`src/rtl/led_evt_pkg.sv`:
```
// Shared definitions for the LED event scheduler.
//   state_t    : scheduler FSM states
//   COL_*      : colour index of a sweep step (step / LED_COUNT)
//   LED_COUNT  : LEDs per colour bank
//   GRANT_W    : width of the pad index carried on grant_id
//   next_idx() : modular "base + off" over a pad count, used by the arbiter and the rr pointer
package led_evt_pkg;

    typedef enum logic [1:0] {
        IDLE = 2'd0,
        PLAY = 2'd1,
        GAP  = 2'd2
    } state_t;

    localparam int COL_B     = 0;
    localparam int COL_G     = 1;
    localparam int COL_R     = 2;
    localparam int LED_COUNT = 4;
    localparam int GRANT_W   = 3;

    // base < n and off < n, so one conditional subtract is enough to wrap.
    function automatic logic [GRANT_W-1:0] next_idx(input logic [GRANT_W-1:0] base,
                                                    input int off, input int n);
        int s;
        s = int'(base) + off;
        if (s >= n) s = s - n;
        return GRANT_W'(s);
    endfunction

endpackage

```
`src/rtl/led_event_scheduler_if.sv`:
```
// Button/tick inputs and LED/status outputs of the LED event scheduler.
//   master : drives btn and tick, observes the LED bank and status
//   slave  : the scheduler side
//   tick      step enable pulse
//   btn       button levels, synchronous to clk
//   led_r/g/b one-hot sweep outputs
//   busy      high in PLAY or GAP
//   grant_id  pad owning the bank
//   done      sweep completed normally (1 clk)
//   abort     sweep cut short by a release (1 clk)
interface led_event_scheduler_if #(
    parameter int NUM_PADS = 4
);
    import led_evt_pkg::*;

    logic                 tick;
    logic [NUM_PADS-1:0]  btn;
    logic [LED_COUNT-1:0] led_r;
    logic [LED_COUNT-1:0] led_g;
    logic [LED_COUNT-1:0] led_b;
    logic                 busy;
    logic [GRANT_W-1:0]   grant_id;
    logic                 done;
    logic                 abort;

    modport master (
        output tick, btn,
        input  led_r, led_g, led_b, busy, grant_id, done, abort
    );

    modport slave (
        input  tick, btn,
        output led_r, led_g, led_b, busy, grant_id, done, abort
    );

endinterface

```
`src/rtl/rr_arbiter.sv`:
```
// Combinational round-robin picker.
//   req       : one request bit per pad
//   ptr       : highest-priority pad index
//   gnt_valid : at least one request is set
//   gnt_idx   : first set request at or after ptr, wrapping
module rr_arbiter
    import led_evt_pkg::*;
#(
    parameter int NUM_PADS = 4
) (
    input  logic [NUM_PADS-1:0] req,
    input  logic [GRANT_W-1:0]  ptr,
    output logic                gnt_valid,
    output logic [GRANT_W-1:0]  gnt_idx
);

    logic [NUM_PADS-1:0] rot;

    always_comb begin
        // rot[j] is req[(ptr + j) mod NUM_PADS]; the lowest set j is the winner.
        rot       = NUM_PADS'({req, req} >> ptr);
        gnt_valid = |rot;
        gnt_idx   = '0;
        for (int j = NUM_PADS - 1; j >= 0; j--) begin
            if (rot[j]) gnt_idx = next_idx(ptr, j, NUM_PADS);
        end
    end

endmodule

```
`src/rtl/led_event_scheduler.sv`:
```
// Shares one 4-LED RGB bank between NUM_PADS buttons. Each rising button edge
// queues one sweep for that pad; a round-robin arbiter grants the bank, the
// granted pad plays a one-hot sweep (blue 1..4, green 1..4, red 1..4) and a
// blank gap follows before the next grant.
//   clk  : system clock, rising edge
//   rst  : asynchronous, active-high reset
//   bus  : slave side of led_event_scheduler_if (btn/tick in, LEDs and status out)
module led_event_scheduler
    import led_evt_pkg::*;
#(
    parameter int NUM_PADS  = 4,
    parameter int STEPS     = 12,
    parameter int GAP_TICKS = 2,
    parameter int HOLD_MODE = 1
) (
    input  logic                  clk,
    input  logic                  rst,
    led_event_scheduler_if.slave  bus
);

    localparam logic [3:0] STEP_LAST = 4'(STEPS - 1);
    localparam logic [7:0] GAP_LAST  = 8'(GAP_TICKS - 1);

    state_t              state, state_nx;
    logic [NUM_PADS-1:0] btn_q;
    logic [NUM_PADS-1:0] pending;
    logic [NUM_PADS-1:0] rise;
    logic [NUM_PADS-1:0] clr_mask;
    logic [GRANT_W-1:0]  ptr_q;
    logic [GRANT_W-1:0]  grant_q;
    logic [3:0]          step;
    logic [7:0]          gcnt;
    logic                entry_q;

    logic                arb_valid;
    logic [GRANT_W-1:0]  arb_idx;
    logic                grant_fire;
    logic                held;
    logic                released;
    logic                step_tick;
    logic                play_last;
    logic                gap_end;

    rr_arbiter #(
        .NUM_PADS (NUM_PADS)
    ) u_arb (
        .req       (pending),
        .ptr       (ptr_q),
        .gnt_valid (arb_valid),
        .gnt_idx   (arb_idx)
    );

    always_comb begin
        rise       = bus.btn & ~btn_q;
        grant_fire = (state == IDLE) && arb_valid;
        clr_mask   = '0;
        held       = 1'b0;
        for (int i = 0; i < NUM_PADS; i++) begin
            clr_mask[i] = grant_fire && (arb_idx == GRANT_W'(i));
            if (grant_q == GRANT_W'(i)) held = bus.btn[i];
        end
        released  = (HOLD_MODE != 0) && (state == PLAY) && !held;
        // The first PLAY clk ignores tick so step 0 is shown for a full tick period.
        step_tick = bus.tick && !entry_q;
        play_last = (step == STEP_LAST);
        gap_end   = (GAP_TICKS == 0) ? 1'b1 : (bus.tick && (gcnt == GAP_LAST));
    end

    // State register
    always_ff @(posedge clk or posedge rst) begin
        if (rst) state <= IDLE;
        else     state <= state_nx;
    end

    // Next-state logic; a release takes priority over a tick.
    always_comb begin
        state_nx = state;
        unique case (state)
            IDLE:    if (arb_valid) state_nx = PLAY;
            PLAY:    if (released || (step_tick && play_last)) state_nx = GAP;
            GAP:     if (gap_end) state_nx = IDLE;
            default: state_nx = IDLE;
        endcase
    end

    // Outputs decode registered state; only done/abort see the live tick/btn.
    always_comb begin
        bus.led_r = '0;
        bus.led_g = '0;
        bus.led_b = '0;
        if (state == PLAY) begin
            case (step[3:2])
                2'(COL_B): bus.led_b[step[1:0]] = 1'b1;
                2'(COL_G): bus.led_g[step[1:0]] = 1'b1;
                2'(COL_R): bus.led_r[step[1:0]] = 1'b1;
                default:   ;
            endcase
        end
        bus.busy     = (state != IDLE);
        bus.grant_id = grant_q;
        bus.done     = (state == PLAY) && !released && step_tick && play_last;
        bus.abort    = released;
    end

    // Edge detect, pending queue, rr pointer and step/gap counters.
    always_ff @(posedge clk or posedge rst) begin
        if (rst) begin
            btn_q   <= '0;
            pending <= '0;
            ptr_q   <= '0;
            grant_q <= '0;
            step    <= '0;
            gcnt    <= '0;
            entry_q <= 1'b0;
        end else begin
            btn_q   <= bus.btn;
            // A new edge on the pad being granted this clk re-queues it.
            pending <= (pending & ~clr_mask) | rise;
            entry_q <= 1'b0;
            case (state)
                IDLE: begin
                    if (arb_valid) begin
                        grant_q <= arb_idx;
                        ptr_q   <= next_idx(arb_idx, 1, NUM_PADS);
                        step    <= '0;
                        entry_q <= 1'b1;
                    end
                end
                PLAY: begin
                    gcnt <= '0;
                    if (!released && step_tick && !play_last) step <= step + 4'd1;
                end
                GAP: begin
                    if (bus.tick) gcnt <= gcnt + 8'd1;
                end
                default: ;
            endcase
        end
    end

endmodule

```
`src/flat_wrapper.sv`:
```
// flat-port wrapper written by rule: the top's interface ports become plain ports
module led_event_scheduler_flat import led_evt_pkg::*;
#(
    parameter int NUM_PADS  = 4,
    parameter int STEPS     = 12,
    parameter int GAP_TICKS = 2,
    parameter int HOLD_MODE = 1
)
  (clk, rst, bus_tick, bus_btn, bus_led_r, bus_led_g, bus_led_b, bus_busy, bus_grant_id, bus_done, bus_abort);
  led_event_scheduler_if #(.NUM_PADS(NUM_PADS)) bus_i ();
  input  logic clk;
  input  logic rst;
  input wire logic [$bits(bus_i.tick)-1:0] bus_tick;
  input wire logic [$bits(bus_i.btn)-1:0] bus_btn;
  output wire logic [$bits(bus_i.led_r)-1:0] bus_led_r;
  output wire logic [$bits(bus_i.led_g)-1:0] bus_led_g;
  output wire logic [$bits(bus_i.led_b)-1:0] bus_led_b;
  output wire logic [$bits(bus_i.busy)-1:0] bus_busy;
  output wire logic [$bits(bus_i.grant_id)-1:0] bus_grant_id;
  output wire logic [$bits(bus_i.done)-1:0] bus_done;
  output wire logic [$bits(bus_i.abort)-1:0] bus_abort;
  assign bus_i.tick = bus_tick;
  assign bus_i.btn = bus_btn;
  assign bus_led_r = bus_i.led_r;
  assign bus_led_g = bus_i.led_g;
  assign bus_led_b = bus_i.led_b;
  assign bus_busy = bus_i.busy;
  assign bus_grant_id = bus_i.grant_id;
  assign bus_done = bus_i.done;
  assign bus_abort = bus_i.abort;
  led_event_scheduler #(.NUM_PADS(NUM_PADS), .STEPS(STEPS), .GAP_TICKS(GAP_TICKS), .HOLD_MODE(HOLD_MODE)) u_core (.clk(clk), .rst(rst), .bus(bus_i));
endmodule
```
`config.mk`:
```
export PLATFORM = sky130hd
export DESIGN_NAME = led_event_scheduler_flat
export DESIGN_NICKNAME = d
export VERILOG_FILES = /design/src/rtl/led_evt_pkg.sv /design/src/rtl/led_event_scheduler_if.sv /design/src/rtl/rr_arbiter.sv /design/src/rtl/led_event_scheduler.sv /design/src/flat_wrapper.sv
export SDC_FILE = /design/constraint.sdc
export NUM_CORES = 1
export LEC_CHECK = 0
export CAP_MARGIN = 20
export CORE_MARGIN = 4
export CORE_UTILIZATION = 54
export DETAILED_ROUTE_END_ITERATION = 6
export PLACE_DENSITY = 0.81
export SETUP_SLACK_MARGIN = 0.4
export SLEW_MARGIN = 5
export SYNTH_ARGS = -nofsm -noshare
export SYNTH_HDL_FRONTEND = slang
export SYNTH_SLANG_ARGS = --single-unit
```
`constraint.sdc`:
```
create_clock -name clk -period 2.45 [get_ports clk]
set_input_delay 0.735 -clock clk [delete_from_list [all_inputs] [get_ports clk]]
set_output_delay 0.735 -clock clk [all_outputs]
set_load 0.05 [all_outputs]
```
## Word-level counts from Yosys, hierarchy flattened

Index checks and enable logic that the tools add are counted.

| word-level totals | value |
|---|---|
| register bits | 29 |
| latch bits | 0 |
| memory bits (writable) | 0 |
| memory bits (read-only) | 0 |
| bits of input ports | 7 |
| logic and storage cells | 113 |
| memories kept | 0 |

| operators by class | value |
|---|---|
| $add $sub $neg | 11 |
| $mul | 0 |
| divide/modulo/power cells | 0 |
| magnitude comparators | 7 |
| eq/ne operators | 17 |
| shifts and indexed selects | 1 |
| mux-type cells | 32 |
| bitwise logic cells | 5 |
| reductions and logical operators | 32 |

Operators with widths:

| cell | count |
|---|---|
| $mux 4 | 8 |
| $mux 3 | 9 |
| $ge 4x3->1 const B | 4 |
| $pmux 8 s2 | 1 |
| $logic_and 1x1->1 | 15 |
| $sub 3x3->3 const B | 5 |
| $eq 3x2->1 const B | 4 |
| $add 3x1->4 const B | 2 |
| $add 3x2->4 const B | 2 |
| $add 8x1->8 const B | 1 |
| $and 4x4->4 | 2 |
| $eq 8x1->1 const B | 1 |
| $mux 8 | 1 |
| $not 4->4 | 2 |
| $pmux 4 s2 | 1 |
| $shr 8x3->4 | 1 |
| $mux 1 | 7 |
| $eq 3x1->1 const B | 2 |
| $logic_not 3->1 | 2 |
| $mux 2 | 3 |
| $ne 2x2->1 const B | 3 |
| $pmux 2 s3 | 1 |
| $reduce_and 3->1 | 2 |
| $reduce_bool 2->1 | 3 |
| other kinds (15) | 23 |

## Depth between registers and ports, before layout

Gate-level depths: netlist of run 1.

| depth | value |
|---|---|
| depth in word-level cells | 12 |
| gate-level depth with buffers | 12 |
| depth with buffers taken out | 11 |

## Modules after synthesis

A second synthesis of run 1 with hierarchy kept.

| unflattened totals | value |
|---|---|
| cells, all modules | 206 |
| area, all modules | 1839.3 um^2 |

By module, submodules not included:

| module | times used | cells an instance | area an instance (um^2) |
|---|---|---|---|
| led_event_scheduler | 1 | 160 | 1561.5 |
| rr_arbiter | 1 | 46 | 277.8 |

## Least setup slack after synthesis of run 1

Ideal clock, no wire load.

| path | value |
|---|---|
| path kind | reg-to-output |
| from | reg u_core.state[1] |
| to | out bus_led_b[3] |
| data arrival time | 2279 ps |
| data required time | 1715 ps |
| path slack | -564 ps |
| cell stages (with the launch flop) | 4 |
| path buffers | 1 |
| cells stage by stage | dfrtp_1 -> nand2b_1 -> clkbuf_1 -> nor4_1 |

| between the ends | value |
|---|---|
| longest elaborated chain between the ends | 2 |

RTL lines:

| element | line | RTL |
|---|---|---|
| from (decl) | led_event_scheduler.sv:24 | `state_t state, state_nx;` |
| from (signal assigned) | led_event_scheduler.sv:72 | `else state <= state_nx;` |
| $eq 2x1->1 | led_event_scheduler.sv:91 | `if (state == PLAY) begin` |
| $mux 4 | led_event_scheduler.sv:91 |  |
| to (decl) | flat_wrapper.sv:17 | `output wire logic [$bits(bus_i.led_b)-1:0] bus_led_b;` |

Every way passes these cells.

## Final worst setup path of run 1

| path | value |
|---|---|
| from | in bus_btn[3] |
| to | out bus_done |

| between the ends | value |
|---|---|
| longest elaborated chain between the ends | 7 |

RTL lines:

| element | line | RTL |
|---|---|---|
| from (decl) | flat_wrapper.sv:14 | `input wire logic [$bits(bus_i.btn)-1:0] bus_btn;` |
| $mux 1 | led_event_scheduler.sv:60 | `if (grant_q == GRANT_W'(i)) held = bus.btn[i];` |
| $logic_not 1->1 | led_event_scheduler.sv:62 | `released = (HOLD_MODE != 0) && (state == PLAY) && !held;` |
| $logic_and 1x1->1 | led_event_scheduler.sv:62 |  |
| $logic_not 1->1 | led_event_scheduler.sv:101 | `bus.done = (state == PLAY) && !released && step_tick && play_last;` |
| $logic_and 1x1->1 (3 in a row) | led_event_scheduler.sv:101 |  |
| to (decl) | flat_wrapper.sv:20 | `output wire logic [$bits(bus_i.done)-1:0] bus_done;` |

Every way passes these cells.

==> impl_metrics.csv, run 1 <==
group,metric,value,unit
synth,netlist_area,1750,sq um
timing,hold_ws,0.4255,ns
critical_path,slowest_delay,0.54,ns
floorplan,die_w,64.94,um
hold_path,hold_class,"reg2reg",
power,p_per_area,1255,nW/um^2
power,p_comb_frac,0.701,
timing,final.min_clock_period,2.433,ns
clock_network,h-tree-depth,2,
status,outcome,"finished, final reports clean",
critical_path,crit_slowest_cell,"mux4_2",
synth,yosys-top-cells-area,"dfrtp_1, ha_1, and2_1",
timing,tns,0,ns
power,clkPwrFrac,0.083,
synth,synth_edf_count,0,
global_route,overflow,0,
hold_path,min_to,"u_core.pending[1]",
place,gp_congestion,0.7297,
job,drv_cap,0,
synth,synth.distinct_cells,46,
floorplan,num_rows,20,
global_route,grt_pass1_vias,1757,
clock_network,clkLatencyLatePin,0.35,ns
critical_path,required,1.71,ns
drt,first_pass_iters,4,
synth,netlist.area_leader.share,0.4146,
synth,ys_warn_count,0,
synth,ys.flop_type,"dfrtp_1",
floorplan,io_pins,25,
finish,diodes,0,
timing,finClkSkew,0.01708,ns
power,power.share.sequential,0.216,
drt,vias_per_cell,5.875,
floorplan,fp.dieH,64.94,um
synth,async_flop_share,1.000,
power,ir_worst_vdd,0.7783,mV
place,dpl-instance-area,2301,sq um
critical_path,rr_worst_depth,11,
floorplan,coreArea,3078,sq um
global_route,antenna_found_initial,0,
critical_path,arrival,1.70,ns
power,p_sw,1.667,mW
finish,instances_no_fill,289,
critical_path,worstReg2RegStart,"u_core.ptr_q[1]",
drt,routed_wl,6103,um
synth,synth-seq-cells,29,
drt,routedWlPerCell,21.12,um
global_route,grt_pass1_wl,8714,um
critical_path,endpoint_kind,"output port",
hold_path,hold_depth,1,
global_route,grt_usage,0.2720,
synth,yosysSeqAreaShare,0.4146,
drt,ant_nets,0,
clock_network,path_clk_slew,0.11,ns
power,fin_total_pwr,3.557,mW
critical_path,cpMostUsedCell,"buf_6",
floorplan,start_util,0.5687,
hold_path,min_from,"u_core.btn_q[1]",
place,numPortBuffers,24,
clock_network,postCtsHoldBufs,0,
synth,synth_nets,198,
clock_network,cts_tree,"done",
drt,vias,1698,
synth,yosysTopAreaCell,"dfrtp_1",
timing,hold_viol_final,0,
power,leakagePower,1.233,nW
timing,slew_violations,0,
critical_path,r2r_slack,0.12,ns
finish,synthToLayoutAreaGrowth,61.90,%
finish,fin_area,2834,sq um
power,switching_share,0.4686,
finish,multi_input_area,1209,sq um
drt,drc,0,
timing,fin_crit_sh,0.9931,
finish,nets,263,
finish,regArea,737.0,sq um
finish,fillerInstances,108,
synth,syn_inst,179,
floorplan,die_area,4217,sq um
clock_network,cts-root-buf,"clkbuf_4",
place,hpwl,3092,um
synth,yosysMostFrequentCell,"dfrtp_1",
place,dpl.cell_count,255,
critical_path,r2r-end,"u_core.pending[3]",
timing,timing.fmax,0.4110,GHz
clock_network,clock_path_buffers,2,
clock_network,cts_sinks,29,
critical_path,worstPathMaxFanout,3,
drt,drt_iter0_drc,106,
clock_network,numCtsBuffers,5,
timing,rsz0062_at_grt,"true",
critical_path,start_kind,"primary input",
critical_path,critPathKind,"in2out",
timing,setup_violations,0,
power,power.internal,1.891,mW
critical_path,worstPathCellList,"buf_6, mux4_2, nand2_2, nor2b_4, buf_6",
finish,final_layout_size_suffix_gt1_frac,0.5755,
synth,synth.avg_cell_area,9.779,sq um
synth,yosys-top-cells-count,"dfrtp_1, inv_1, o21ai_1, and2_1, ha_1",
global_route,grt_max_degree,30,
[power by group through the flow]
stage | Combinational [mW] | Sequential (mW) | Clock (mW)
after floorplan | 1.02 | 0.740 | 0
after global placement | 1.34 | 0.742 | 0
after detailed placement | 1.42 | 0.753 | 0
after CTS | 1.92 | 0.738 | 0.287
after global routing | 2.64 | 0.778 | 0.329
final | 2.49 | 0.769 | 0.295
[repair_timing]
action                                  CTS  global route
setup buffers                            19             6
endpoints found under the setup margin   29            34
pin swaps                                18            15
resized for setup                        75            47
cloned                                    1             0
[per-stage QoR]
stage	utilization	setup slack [ns]
after floorplan	-	0.1247
after global placement	0.7476	-0.3728
after detailed placement	0.7476	-0.4243
after CTS	0.8618	0.03958
after global routing	0.9207	-0.008152
final	0.9207	0.01697
[state kept, by name (all words and copies together) (netlist names)]
| signal | flops |
|---|---|
| u_core.step | 4 |
| u_core.ptr_q | 3 |
| u_core.btn_q | 4 |
| u_core.pending | 4 |
| u_core.gcnt | 8 |
| u_core.bus.grant_id | 3 |
| u_core.entry_q | 1 |
| u_core.state | 2 |
[kinds of logic after synthesis]
| group | count (synthesis) | synth area share |
|---|---|---|
| AND/OR/NAND/NOR | 68 | 0.2309 |
| AO/OA/AOI/OAI | 33 | 0.1258 |
| flip-flops | 29 | 0.4146 |
| buffers and inverters | 25 | 0.06362 |
| adder cells (fa/ha/maj) | 12 | 0.08577 |
| multiplexers | 9 | 0.06719 |
| XOR/XNOR | 2 | 0.01001 |
| other | 1 | 0.002142 |
[critical path, delay by kind of cell]
family | cells | cell delay, ns
muxes | 1 | 0.54
buffers and inverters | 2 | 0.23
and+or+nand+nor | 2 | 0.19
[layout by cell type (no fill, tap or decap), drive strengths merged, types with 6 or more instances in the layout]
master / synthesis / final
nand2: 11 / 11
buf: 2 / 57
clkbuf: 2 / 7
ha: 12 / 12
nor2: 6 / 6
nand3: 9 / 9
o21ai: 20 / 20
inv: 21 / 21
and2: 14 / 14
dfrtp: 29 / 29
[routing by layer]
layer  global-route usage  part of all wire
met5                    0                 0
met4               0.1055             0.041
met3              0.06239             0.045
met2               0.4713              0.53
met1               0.3248              0.38
[area by class of cell]
type                       count  area share
multi-input combinational    125      0.4265
inverter                      21     0.03223
timing repair buffer          62      0.2424
clock buffer                   5     0.01325
tap                           44     0.01943
clock inverter                 3    0.006181
sequential                    29      0.2600
[worst max path at each step]
stage | start | end | slack [ns] | cells past startpoint
after floorplan | bus_btn[3] | bus_abort | 0.12 | 2
after global placement | bus_btn[1] | bus_done | -0.37 | 5
after detailed placement | bus_btn[3] | bus_done | -0.42 | 5
after CTS | bus_btn[3] | bus_done | 0.04 | 5
after global routing | bus_btn[3] | bus_done | -0.008 | 5
final | bus_btn[3] | bus_done | 0.02 | 5
Power figures use the tool's default switching activity.
==> run 2: changes to the inputs <==
--- a/config.mk
+++ b/config.mk
@@ -7,9 +7,9 @@
 export LEC_CHECK = 0
 export CAP_MARGIN = 20
 export CORE_MARGIN = 4
-export CORE_UTILIZATION = 54
+export CORE_UTILIZATION = 58
 export DETAILED_ROUTE_END_ITERATION = 6
-export PLACE_DENSITY = 0.81
+export PLACE_DENSITY = 0.86
 export SETUP_SLACK_MARGIN = 0.4
 export SLEW_MARGIN = 5
 export SYNTH_ARGS = -nofsm -noshare
==> constraint.sdc (replaced) <==
create_clock -name clk -period 3.1 [get_ports clk]
set_input_delay 0.93 -clock clk [delete_from_list [all_inputs] [get_ports clk]]
set_output_delay 0.93 -clock clk [all_outputs]
set_load 0.05 [all_outputs]
==> impl_metrics.csv, run 2 (synthesized netlist as in run 1, its figures left out) <==
group,metric,value,unit
drt,ant_nets,0,
drt,routed_wl,3765,um
place,hpwl,2797,um
global_route,grt_max_degree,30,
timing,timing.fmax,0.3516,GHz
finish,max_flop_register,"u_core.gcnt",
place,numPortBuffers,24,
hold_path,hold_class,"reg2reg",
timing,slew_violations,0,
floorplan,coreArea,2829,sq um
drt,drc,0,
finish,final_common_cell,"dfrtp_1",
floorplan,num_rows,19,
clock_network,cts_tree,"done",
drt,vias_per_cell,5.707,
status,outcome,"finished, final reports clean",
timing,worst_pin_slew,0.5100,ns
finish,nets,233,
finish,final_cell_mix,"dfrtp_1, inv_1, o21ai_1",
finish,regArea,725.7,sq um
drt,vias,1404,
global_route,grt_pass1_vias,1448,
timing,setup_violations,0,
global_route,grt_usage,0.2104,
critical_path,required,2.17,ns
timing,timing.final.ws_setup,0.2558,ns
global_route,grt_pass1_wl,6568,um
clock_network,cts_sinks,29,
timing,final.min_clock_period,2.844,ns
floorplan,io_pins,25,
finish,largest_reg_flops,8,
critical_path,start_kind,"primary input",
clock_network,numCtsBuffers,5,
place,pre_cts_ws,-0.1183,ns
critical_path,worstPathMaxFanout,3,
critical_path,critPathKind,"in2out",
drt,drt_iter0_drc,45,
finish,diodes,0,
critical_path,arrival,1.91,ns
finish,final_layout_size_suffix_gt1_frac,0.2512,
power,leakagePower,1.027,nW
power,ir_worst_vdd,0.4415,mV
finish,synthToLayoutAreaGrowth,28.16,%
clock_network,h-tree-depth,2,
timing,max_slew_margin,0.6590,
finish,fillerInstances,189,
global_route,overflow,0,
power,p_per_area,816.7,nW/um^2
timing,finClkSkew,0.008945,ns
floorplan,fp.dieH,62.94,um
clock_network,cts-root-buf,"clkbuf_4",
timing,hold_ws,0.4164,ns
floorplan,start_util,0.6188,
job,drv_cap,0,
finish,fin_area,2243,sq um
timing,rsz0062_at_grt,"true",
floorplan,die_w,62.94,um
place,gp_congestion,0.8517,
critical_path,endpoint_kind,"output port",
place,dpl-instance-area,2142,sq um
clock_network,clock_path_buffers,2,
timing,fin_crit_sh,0.9175,
drt,first_pass_iters,4,
global_route,antenna_found_initial,0,
clock_network,clkLatencyLatePin,0.33,ns
floorplan,die_area,3961,sq um
timing,hold_viol_final,0,
drt,routedWlPerCell,15.30,um
clock_network,path_clk_slew,0.09,ns
finish,multi_input_area,962.2,sq um
-- run 2: cell count changes in the layout (fill, tap and decap cells not counted), moves of 5 or more --
| cell | before | now |
|---|---|---|
| and2_4 | 13 | 0 |
| dfrtp_2 | 9 | 0 |
| o21ai_1 | 10 | 16 |
| ha_4 | 5 | 0 |
| buf_6 | 16 | 5 |
| o21ai_2 | 8 | 1 |
| dfrtp_1 | 20 | 29 |
| and2_1 | 1 | 14 |
| ha_1 | 6 | 12 |
| buf_4 | 27 | 12 |
-- run 2: routing by layer --
layer	share of wire	vias to the layer above	GRT usage
li1	-	688	-
met1	0.44	685	0.2563
met2	0.51	20	0.3439
met3	0.026	11	0.05036
met4	0.027	0	0.1074
met5	0	-	0
-- run 2: final timing paths --
path / end / depth (start not counted) / start / slack, ns
worst max-delay path: bus_abort / 4 / bus_btn[3] / 0.26
worst min-delay path: u_core.pending[2] / 1 / u_core.btn_q[2] / 0.42
worst max register to register: u_core.pending[3] / 10 / u_core.ptr_q[1] / 0.59
worst min register to register: u_core.pending[2] / 1 / u_core.btn_q[2] / 0.42
max in group asynchronous: u_core.gcnt[3] / 3 / rst / 1.87
min in group asynchronous: u_core.pending[3] / 3 / rst / 0.95
-- run 2: metrics by stage --
stage / TNS [ns] / utilization / cells / power, mW
global placement: -0.2032 / 0.7572 / 237 / 1.541
finish: 0 / 0.7930 / 246 / 1.832
global route: 0 / 0.7930 / 246 / 1.982
CTS: 0 / 0.7820 / 246 / 1.826
detailed placement: -0.2237 / 0.7572 / 237 / 1.595
floorplan: 0 / - / 179 / 1.334
-- run 2: what timing repair did --
item                                    in CTS  in global routing
endpoints found under the setup margin      11                 13
pin swaps                                    1                  1
endpoints found under the hold margin        0                  0
hold buffers                                 0                  0
buffers inserted                             1                  0
gates resized for setup                     26                  6
-- run 2: cell type report --
class | count | share of cell area
multi-input cells | 125 | 0.4289
flip-flops and latches | 29 | 0.3235
repair buffers | 32 | 0.1712
inverters | 21 | 0.03625
clock buffers | 6 | 0.01840
well taps | 31 | 0.01729
clock inverters | 2 | 0.004462
-- run 2: worst max-delay path: stages --
cell     delay (ns)
buf_6          0.09
mux4_2         0.53
a21oi_2        0.20
buf_12         0.15
-- run 2: report_power, final --
part	internal, mW	total, mW	leakage, nW	switching, mW
Sequential	0.468	0.598	0.366	0.130
Clock	0.0861	0.218	0.0320	0.132
Combinational	0.415	1.02	0.629	0.601
Total	0.970	1.83	1.03	0.863
==> edit 1 (settings of run 2) <==
`GRANT_W`: 3 -> 5.
--- a/src/rtl/led_evt_pkg.sv
+++ b/src/rtl/led_evt_pkg.sv
@@ -17,5 +17,5 @@
     localparam int COL_R     = 2;
     localparam int LED_COUNT = 4;
-    localparam int GRANT_W   = 3;
+    localparam int GRANT_W   = 5;
 
     // base < n and off < n, so one conditional subtract is enough to wrap.
Ports: changed (resized bus_grant_id); port bits go from 25 to 27. No check against the original RTL was run, so the function may have changed too.
==> edit 1 against run 2 <==
  * The flow now finishes with violations (setup timing)
  * Clock power rose by 56%
  * Non-clock buffer count rose by 80
  * Worst setup slack worse by 0.77 ns
  * Die area up 55%
  * First-iteration DRC count rose to 5.9 times the old value
  * Register-to-register slack lost 1.1 ns
  * Routed wire length rose to 2.9 times the old value
  * Total power up 98%
  * Sequential cell count rose by 4
  * Area after synthesis rose by 64%
  * Sequential share of layout area fell by 13 points
  * Cell area grew 92%
  * Worst hold slack gained 0.034 ns
  * Largest cell class unchanged
  * Largest power group unchanged
==> edit 1: results (changes against run 2) <==
| Metric | Value |
|---|---|
| Status | finished with violations |
| Violated checks | setup timing |
| Met3 wire length | 777 µm (+680%) |
| Final setup fails | 7 (+7) |
| Slowest cell on crit path | or4b_4 |
| Share of layout cells above drive strength 1 | 0.432 (+0.181) |
| First-pass GRT wire length | 16.0 mm (+140%) |
| Root Driver | clkbuf_8 |
| Min-delay src | u_core.btn_q[3] |
| P_int | 1.88 mW (+94%) |
| Via count | 3181 (+130%) |
| Logic gate share of total power | 0.719 (+0.164) |
| Critical Path Start | u_core.ptr_q[1] |
| Synth warnings | 0 (unchanged) |
| # nets final | 468 (+100%) |
| Final Worst Setup Slack | -0.515 ns (-0.771 ns) |
| Final TNS setup | -2.94 ns (-2.94 ns) |
| Drt pass-1 iters | 6 (+2) |
| Met2 WL | 5.36 mm (+180%) |
| Commonest cells post-synth | dfrtp_1 (33), nand2_1 (30), ha_1 (29), inv_1 (27), nor2_1 (27) |
| Drt wl/cell | 21.6 µm (+41%) |
| Met1 Track Usage GR | 0.370 (+0.114) |
| DRT met1 WL | 3.93 mm (+140%) |
| Lkg Pwr | 1.99 nW (+94%) |
| Dominant cells by area after synthesis | dfrtp_1 (29%), ha_1 (13%), o21ai_0 (4.4%), nand2_1 (3.9%), inv_1 (3.5%) |
| Register-to-Register Path Depth | 15 (+5) |
| Port Buffers | 26 (+8.3%) |
| Worst Path Arrival | 3.79 ns (+1.88 ns) |
| Starting DRT DRC Count | 266 (+490%) |
| Worst-Skew Late Latency | 0.31 ns (-0.02 ns) |
| Max-slew headroom at the worst pin | 0.626 (-0.0326) |
| GR Util met3 | 0.0677 (+0.0173) |
| Combinational power | 2.61 mW (+160%) |
| Max incr delay on CP | 0.55 ns (+0.02 ns) |
| Placer Congestion | 0.940 (+10%) |
| Unique masters post-synth | 63 (+37%) |
| DPL Wire Length | 5.99 mm (+110%) |
| Largest net degree at the start of global routing | 34 (+13%) |
| Register area share after synthesis | 0.288 (-0.126) |
## edit 1: metrics by stage
step	utilization	instance area (µm²)	setup slack, ns	hold WS, ns	cells
2_1_floorplan	-	2950	-0.248	0.400	324
3_3_place_gp	0.788	3750	-0.353	0.410	472
3_5_place_dp	0.788	3750	-0.525	0.414	472
4_1_cts	0.870	4140	-0.315	0.413	493
5_1_grt	0.908	4320	-0.742	0.451	500
6_report	0.908	4320	-0.515	0.450	500
## edit 1: logic make-up after synthesis
| group | synth area share |
|---|---|
| simple gates | 0.234 |
| xor+xnor | 0.0690 |
| compound gates | 0.182 |
| fa+ha+maj | 0.127 |
| mux | 0.0450 |
| flops | 0.288 |
| buf+inv | 0.0563 |
## edit 1: final timing paths
| kind | to |
|---|---|
| setup / recovery | u_core.ptr_q[4] |
| hold / removal | u_core.pending[3] |
| setup reg to reg | u_core.ptr_q[4] |
| hold reg to reg | u_core.pending[3] |
| max in group asynchronous | u_core.ptr_q[2] |
| min in group asynchronous | u_core.pending[3] |
## edit 1: final cells by class
type	instances	area, µm²
clock buffer	6	72.6
multi-input combinational	253	2260
tap	67	83.8
clock inverter	2	10.0
inverter	27	108
fill	194	438
sequential	33	828
timing repair buffer	112	955
## edit 1: repair_timing
| action | 4_1_cts | 5_1_grt |
|---|---|---|
| pin swaps | 20 | 12 |
| buffers inserted | 13 | 7 |
| endpoints found under the setup margin | 30 | 27 |
| cloned | 0 | 0 |
| gates resized for setup | 74 | 27 |
## edit 1: critical path, delay by kind of cell (launching register included)
| kind | cells | cell delay, ns |
|---|---|---|
| buffers and inverters | 6 | 0.88 |
| flip-flops | 1 | 0.49 |
| adder cells (fa/ha/maj) | 1 | 0.20 |
| multiplexers | 1 | 0.18 |
| AND/OR/NAND/NOR | 4 | 1.28 |
| AO/OA/AOI/OAI | 3 | 0.43 |
==> edit 2 (settings of run 2) <==
Without the edit above. The 3 states of `state_t` get a one-hot encoding in 3 bits.
--- a/src/rtl/led_evt_pkg.sv
+++ b/src/rtl/led_evt_pkg.sv
@@ -7,8 +7,8 @@
 package led_evt_pkg;
 
-    typedef enum logic [1:0] {
-        IDLE = 2'd0,
-        PLAY = 2'd1,
-        GAP  = 2'd2
+    typedef enum logic [2:0] {
+        IDLE = 3'b001,
+        PLAY = 3'b010,
+        GAP  = 3'b100
     } state_t;
 
Check against the original RTL: no difference found for any inputs over 10 cycles, from zero or initial values and one cycle with rst high; not proved beyond that.
==> edit 2 against run 2 <==
  * Clock skew fell by 0.0064 ns
  * Cell area increased by 7.0%
  * Total power rose by 12%
  * Critical path depth rose by 1
  * Sequential power grew 6.2%
  * Count of clock-buffer cells in the layout unchanged
  * Sequential cell count up 1
  * Area after synthesis up 9.4%
  * Routed wire length rose by 34%
  * Die area increased by 8.2%
  * Worst setup slack worse by 0.031 ns
  * Utilization fell by 1.9 points
  * Largest power group unchanged
  * Highest routed layer unchanged
==> edit 2: results (changes against run 2) <==
| Metric | Value |
|---|---|
| Worst vdd ir | 662 µV (+50%) |
| Worst-Skew Late Latency | 0.35 ns (+0.02 ns) |
| Dominant cells by area after synthesis | dfrtp_1 (38%), ha_1 (7.2%), inv_1 (3.3%), and2_1 (2.9%), xor2_1 (2.7%) |
| Synth-to-layout area growth | 25.4% |
| CP Max Fanout | 2 (-1) |
| Pre-CTS setup slack | -0.268 ns (-0.150 ns) |
| Met2 WL | 2.65 mm (+38%) |
| Synth warnings | 0 (unchanged) |
| DPL Wire Length | 3.25 mm (+16%) |
| Share of layout cells above drive strength 1 | 0.268 (+0.0166) |
| Clk tree area frac | 0.0328 (+0.00996) |
| Switching Fraction | 0.459 (-0.0118) |
| First-pass GRT wire length | 8.23 mm (+25%) |
| Met1 Track Usage GR | 0.280 (+0.0239) |
| Worst-Margin Slew | 0.673 ns (+0.163 ns) |
| Status | finished, final reports clean |
| Unique masters post-synth | 52 (+13%) |
| Max incr delay on CP | 0.50 ns (-0.03 ns) |
| Yosys reg bits | 30 (+3.4%) |
| Placement Cell Area | 2200 µm² (+2.7%) |
| Vias in the first global route | 1735 (+20%) |
| Syn Inst Count | 198 (+11%) |
| Clock Power Share | 0.158 (+0.039) |
| DRT met1 WL | 1.94 mm (+18%) |
| Lkg Pwr | 1.13 nW (+9.7%) |
| Met2 Usage GRT | 0.460 (+0.116) |
| Clk_skew | 0.00256 ns (-0.00638 ns) |
| DR vias/cell | 6.06 (+6.1%) |
| Seq/total area | 0.314 (-0.00978) |
| Non-clock inverters | 19 (-9.5%) |
| Buffers, non-clock | 41 (+28%) |
| Register area share after synthesis | 0.393 (-0.0218) |
| GR Util All Layers | 0.255 (+0.0447) |
| Placer Congestion | 0.816 (-4.2%) |
| Post-CTS Resized | 26 (unchanged) |
| # Post-CTS Setup Buffers | 11 (+10) |
| Largest net degree at the start of global routing | 31 (+3.3%) |
| Met3 wire length | 259 µm (+160%) |
| FILL cells | 222 (+17%) |
| Logic gate share of total power | 0.532 (-0.023) |
| Syn Nets | 216 (+9.1%) |
| Starting DRT DRC Count | 112 (+150%) |
| # nets final | 256 (+9.9%) |
| GR Util met3 | 0.0615 (+0.0112) |
| Finished Layout Cells | 283 (+15%) |
| Clock-net power | 0.324 mW (+49%) |
| #MultiIn Comb | 141 (+13%) |
| Port Buffers | 24 (unchanged) |
| Commonest cells post-synth | dfrtp_1 (29), inv_1 (17), nor2_1 (12), ha_1 (11) |
## edit 2: cell count changes after synthesis, sizes merged, moves of 4 or more
cell and delta:
nor2 +7, nand3 -5, o31ai +4, and2 -5, and3 +5, xor2 +6, a21oi +7, o21ai -8
## edit 2: worst paths after layout
path / startpoint / end / slack (ns) / depth (start not counted)
setup / recovery: bus_btn[3] / bus_abort / 0.22 / 5
hold / removal: u_core.btn_q[1] / u_core.pending[1] / 0.44 / 1
setup reg to reg: u_core.step[0] / u_core.state[2] / 0.47 / 13
hold reg to reg: u_core.btn_q[1] / u_core.pending[1] / 0.44 / 1
max in group asynchronous: rst / u_core.state[0] / 1.84 / 3
min in group asynchronous: rst / u_core.gcnt[6] / 0.95 / 3
## edit 2: kinds of logic after synthesis
group / synth area share
adder cells (fa/ha/maj): 0.0719
other: 0.00196
multiplexers: 0.0719
flip-flops: 0.393
XOR/XNOR: 0.0275
buffers and inverters: 0.0595
AND/OR/NAND/NOR: 0.208
AO/OA/AOI/OAI: 0.166
